## config.mk

```make
export PLATFORM = sky130hd
export DESIGN_NAME = rpn_stack_ctrl
export DESIGN_NICKNAME = d
export VERILOG_FILES = /design/src/rtl/rpn_stack_ctrl.sv
export SDC_FILE = /design/constraint.sdc
export NUM_CORES = 1
export LEC_CHECK = 0
export BUFFER_PORTS_ARGS = -buffer_cell sky130_fd_sc_hd__buf_2
export CAP_MARGIN = 20
export CORE_MARGIN = 2
export CORE_UTILIZATION = 56
export DETAILED_ROUTE_END_ITERATION = 16
export PLACE_DENSITY = 0.9
export SLEW_MARGIN = 25
export SYNTH_ARGS = -nofsm -noshare
export SYNTH_HDL_FRONTEND = slang
export SYNTH_SLANG_ARGS = --single-unit
```

## constraint.sdc

```tcl
create_clock -name clk -period 2.7 [get_ports clk]
set_input_delay 0.135 -clock clk [delete_from_list [all_inputs] [get_ports clk]]
set_output_delay 0.135 -clock clk [all_outputs]
set_load 0.02 [all_outputs]
```

## src/rtl/rpn_stack_ctrl.sv

```systemverilog
// rpn_stack_ctrl: reverse-Polish expression controller driving an external
// 8-bit push/pop stack. It tracks stack occupancy locally because the stack
// exposes no full/empty flags. Results of EQ are emitted on a valid/ready port.
module rpn_stack_ctrl #(
    parameter int WIDTH = 8,
    parameter int DEPTH = 8
) (
    input  logic                       clk,
    input  logic                       rst,
    input  logic                       tok_valid,
    output logic                       tok_ready,
    input  logic                       tok_is_op,
    input  logic [WIDTH-1:0]           tok_data,
    output logic                       stk_push,
    output logic [WIDTH-1:0]           stk_din,
    output logic                       stk_pop,
    input  logic [WIDTH-1:0]           stk_dout,
    output logic                       res_valid,
    input  logic                       res_ready,
    output logic [WIDTH-1:0]           res_data,
    output logic                       err,
    input  logic                       err_clr,
    output logic [$clog2(DEPTH+1)-1:0] depth
);

    localparam int DW = $clog2(DEPTH+1);
    localparam logic [DW-1:0] DEPTH_V = DW'(DEPTH);
    localparam logic [DW-1:0] ONE     = DW'(1);
    localparam logic [DW-1:0] TWO     = DW'(2);

    typedef enum logic [2:0] {IDLE, PUSH, POPB, POPA, POPR, EMIT, ERR, DRAIN} state_t;

    state_t           state;
    logic [1:0]       op_q;    // binary opcode latched at accept (ADD/SUB/AND/OR)
    logic [WIDTH-1:0] b_q;     // right operand, i.e. the later-pushed value
    logic [WIDTH-1:0] alu_res;
    logic             tok_acc;

    // Tokens are taken only from a clean IDLE; held low while reset is asserted.
    assign tok_ready = (state == IDLE) && !err && !rst;
    assign tok_acc   = tok_valid && tok_ready;

    // Binary operator result: stack top during POPA is the earlier-pushed operand a.
    always_comb begin
        alu_res = '0;
        case (op_q)
            2'd0: alu_res = stk_dout + b_q;
            2'd1: alu_res = stk_dout - b_q;
            2'd2: alu_res = stk_dout & b_q;
            2'd3: alu_res = stk_dout | b_q;
            default: alu_res = '0;
        endcase
    end

    // Controller FSM; strobes and result outputs are registered on state entry.
    always_ff @(posedge clk or posedge rst) begin
        if (rst) begin
            state     <= IDLE;
            depth     <= '0;
            stk_push  <= 1'b0;
            stk_pop   <= 1'b0;
            stk_din   <= '0;
            res_valid <= 1'b0;
            res_data  <= '0;
            err       <= 1'b0;
            op_q      <= '0;
            b_q       <= '0;
        end else begin
            case (state)
                IDLE: begin
                    if (tok_acc) begin
                        if (!tok_is_op) begin
                            if (depth == DEPTH_V) begin
                                state <= ERR;
                                err   <= 1'b1;
                            end else begin
                                state    <= PUSH;
                                stk_push <= 1'b1;
                                stk_din  <= tok_data;
                            end
                        end else if (tok_data <= WIDTH'(3)) begin
                            if (depth >= TWO) begin
                                state   <= POPB;
                                stk_pop <= 1'b1;
                                op_q    <= tok_data[1:0];
                            end else begin
                                state <= ERR;
                                err   <= 1'b1;
                            end
                        end else if (tok_data == WIDTH'(4)) begin
                            if (depth >= ONE) begin
                                state   <= POPR;
                                stk_pop <= 1'b1;
                            end else begin
                                state <= ERR;
                                err   <= 1'b1;
                            end
                        end else begin
                            state <= ERR;
                            err   <= 1'b1;
                        end
                    end
                end
                PUSH: begin
                    stk_push <= 1'b0;
                    depth    <= depth + ONE;
                    state    <= IDLE;
                end
                POPB: begin
                    b_q   <= stk_dout;
                    depth <= depth - ONE;
                    state <= POPA;
                end
                POPA: begin
                    stk_pop  <= 1'b0;
                    depth    <= depth - ONE;
                    stk_push <= 1'b1;
                    stk_din  <= alu_res;
                    state    <= PUSH;
                end
                POPR: begin
                    stk_pop   <= 1'b0;
                    depth     <= depth - ONE;
                    res_data  <= stk_dout;
                    res_valid <= 1'b1;
                    state     <= EMIT;
                end
                EMIT: begin
                    if (res_ready) begin
                        res_valid <= 1'b0;
                        state     <= IDLE;
                    end
                end
                ERR: begin
                    if (err_clr) begin
                        state   <= DRAIN;
                        stk_pop <= (depth != '0);
                    end
                end
                DRAIN: begin
                    if (depth != '0) begin
                        depth   <= depth - ONE;
                        stk_pop <= (depth > ONE);
                    end else begin
                        stk_pop <= 1'b0;
                        err     <= 1'b0;
                        state   <= IDLE;
                    end
                end
                default: state <= IDLE;
            endcase
        end
    end

endmodule

```

==> results.py <==
metrics = {
    "run_status": {
        "status": "completed",
    },
    "global_route": {
        "globalRouteOverflowTotal": 0,
        "grt_pass1_wl_um": 10100,
        "grt_max_degree": 38,
        "track_usage_pct": 24.9,
        "grt_pass1_vias": 2177,
        "antenna_found_initial": 0,
    },
    "power": {
        "p_per_area_nw_per_um2": 1270,
        "max-vdd-ir-drop_uv": 552,
        "leakage_nw": 1.34,
    },
    "route": {
        "wirelength_met1_um": 2790,
        "met3WireLength_um": 423,
        "firstDrtPassIters": 5,
        "dr_wl_met2_um": 2810,
        "viasPerCell": 6.08,
        "ant_nets": 0,
        "drt_wl_total_um": 6180,
        "wl_per_cell_um": 16.0,
        "drt_iter0_drc": 204,
        "drc": 0,
        "num_vias": 2348,
        "highest_layer": "met4",
    },
    "clock_network": {
        "cts_setup_buffers": 0,
        "path_clk_slew_ns": 0.08,
        "cts_buffers": 5,
        "clockBufferDepth": 2,
        "cts.htree.levels": 2,
        "insertion_delay_ns": 0.30,
        "ctsRootBufferMaster": "clkbuf_8",
        "cts_tree": "built",
        "clock-sinks": 37,
    },
    "sta": {
        "setup_viol": 0,
        "fin_skew_ns": 0.00797,
        "min_period_ns": 2.57,
        "slew_headroom_pct": 62.4,
        "fmax_mhz": 388,
        "worstMarginPinSlew_ns": 0.564,
        "timing.hold.ws_ns": 0.104,
        "rsz0062_at_grt": "false",
        "slew_viol_final": 0,
        "final-hold-violation-count": 0,
        "finalCritPeriodShare_pct": 95.3,
        "tns_ns": 0,
    },
    "die": {
        "fp.dieH_um": 72.1,
        "initial_core_util_pct": 58.8,
        "row_count": 24,
        "io_pins": 47,
        "die_area_um2": 5200,
        "core_um2": 4410,
        "fp.dieW_um": 72.1,
    },
    "cells_and_area": {
        "post-route-util_pct": 67.2,
        "layout.nets": 370,
        "final_cell_mix": "buf_2 (46), dfrtp_1 (36), nand2_1 (28), a21oi_1 (27), nor2_1 (22)",
        "fill_cells": 351,
        "drive_above_1_share_pct": 26.3,
        "area_growth_pct": 14.3,
        "stdcell_count": 386,
        "fin_area_um2": 2970,
        "diodes": 0,
        "final_common_cell": "buf_2",
    },
    "logic_synthesis": {
        "yosys_warnings": 0,
        "yosysTopAreaCell": "dfrtp_1",
        "netlist_instances": 285,
        "synth_seq_area_share_pct": 35.6,
        "ys_top_cells_by_area": "dfrtp_1 (36%), mux2_2 (6.9%), ha_1 (6.7%)",
        "synth_nets": 322,
        "ys.flop_type": "dfrtp_1",
        "synthDistinctLibCells": 53,
        "synth_edf_count": 0,
        "ys_ff_latch": 37,
        "yosysTopAreaCellShare_pct": 35.6,
        "synthArstFlopShare_pct": 100,
        "syn_area_um2": 2600,
        "postSynthAreaPerCell_um2": 9.11,
    },
    "worst_setup_path": {
        "crit_fanout": 5,
        "arrival_ns": 2.80,
        "crit_type": "register to register",
        "critPathCaptureType": "register",
        "cp.required_ns": 2.93,
        "start_kind": "register",
    },
    "run": {
        "drv_cap": 0,
    },
    "hold_path": {
        "hold_class": "primary input to register",
    },
    "placement": {
        "place_area_um2": 2870,
        "portBuffers": 46,
        "dp_cells": 377,
        "gp_congestion": 0.975,
        "dp_hpwl_um": 4600,
    },
}
registers in the layout (all words and copies together) (netlist names), 2 cells and up:
| signal | count |
|---|---|
| state | 3 |
| depth | 4 |
| res_data | 8 |
| b_q | 8 |
| op_q | 2 |
| stk_din | 8 |
path summary, 6_finish.rpt:
check                       startpoint          to  slack [ns]  cells past startpoint
setup / recovery                b_q[0]  stk_din[5]        0.13                     11
hold / removal             tok_data[1]     op_q[1]        0.10                      2
setup reg to reg                b_q[0]  stk_din[5]        0.13                     11
hold reg to reg              res_valid   res_valid        0.47                      2
max in group asynchronous          rst      b_q[0]        1.83                      4
min in group asynchronous          rst  stk_din[2]        0.50                      4
layer usage:
metal	vias to the layer above	GRT usage (%)
met5	-	0
met4	0	10.5
met3	19	5.00
met2	95	37.9
met1	1121	34.6
li1	1113	-
synthesized netlist by cell type, types with 2 or more instances:
library cell  count
dfrtp_1          37
nand2_1          28
a21oi_1          27
nor2_1           22
o21ai_0          19
inv_1            16
mux2_2           16
ha_1             14
xnor2_1          12
clkbuf_1          8
mux2i_1           6
nor3_1            6
a211oi_1          4
a22oi_1           4
nand2b_1          4
nand3_1           4
and2_1            3
buf_4             3
maj3_1            3
nor2b_1           3
o22a_1            3
o22ai_1           3
xor2_1            3
a31oi_1           2
buf_6             2
mux2_1            2
nand4_1           2
nor3_4            2
nor4_1            2
o211ai_1          2
critical path, cell delays in order (launching register included):
cell and delay (ns):
dfrtp_2 0.41, inv_1 0.10, ha_1 0.24, nor2_1 0.15
xnor2_1 0.14, ha_1 0.30, o21ai_0 0.19, a21oi_1 0.07
o21ai_0 0.22, a21oi_1 0.10, or4b_1 0.46, a21oi_1 0.13
repair_timing:
action,4_1_cts,5_1_grt
endpoints found under the hold margin,37,0
hold buffers,1,0
resized for setup,0,1
endpoints found under the setup margin,0,1
layout make-up:
class	count	area, um^2	share of cell area [%]
Clock buffer	7	76.3	2.57
Clock inverter	1	7.51	0.253
Inverter	17	63.8	2.15
Multi-Input combinational cell	217	1530	51.5
Sequential cell	37	927	31.2
Tap cell	52	65.1	2.19
Timing Repair Buffer	55	300	10.1
cell families after synthesis:
logic type	Yosys count	share of synthesized area [%]
flops	37	35.6
buf+inv	31	5.54
fa+ha+maj	18	8.67
mux	24	10.1
compound gates	77	18.5
simple gates	83	16.5
xor+xnor	15	5.06
power by group:
part           switching, W  internal [W]  total, W  leakage, nW
Sequential         0.000273      0.000814   0.00109        0.442
Clock              0.000214      0.000183  0.000397       0.0385
Combinational       0.00129      0.000991   0.00228        0.858
Total               0.00178       0.00199   0.00376         1.34
metrics by stage:
| stage | power (W) | setup WS (ns) |
|---|---|---|
| 2_1_floorplan | 0.00280 | 0.317 |
| 3_3_place_gp | 0.00324 | 0.282 |
| 3_5_place_dp | 0.00335 | 0.0841 |
| 4_1_cts | 0.00376 | 0.105 |
| 5_1_grt | 0.00406 | 0.00383 |
| 6_report | 0.00376 | 0.126 |
Note: power is estimated with default switching activity, not from simulation.
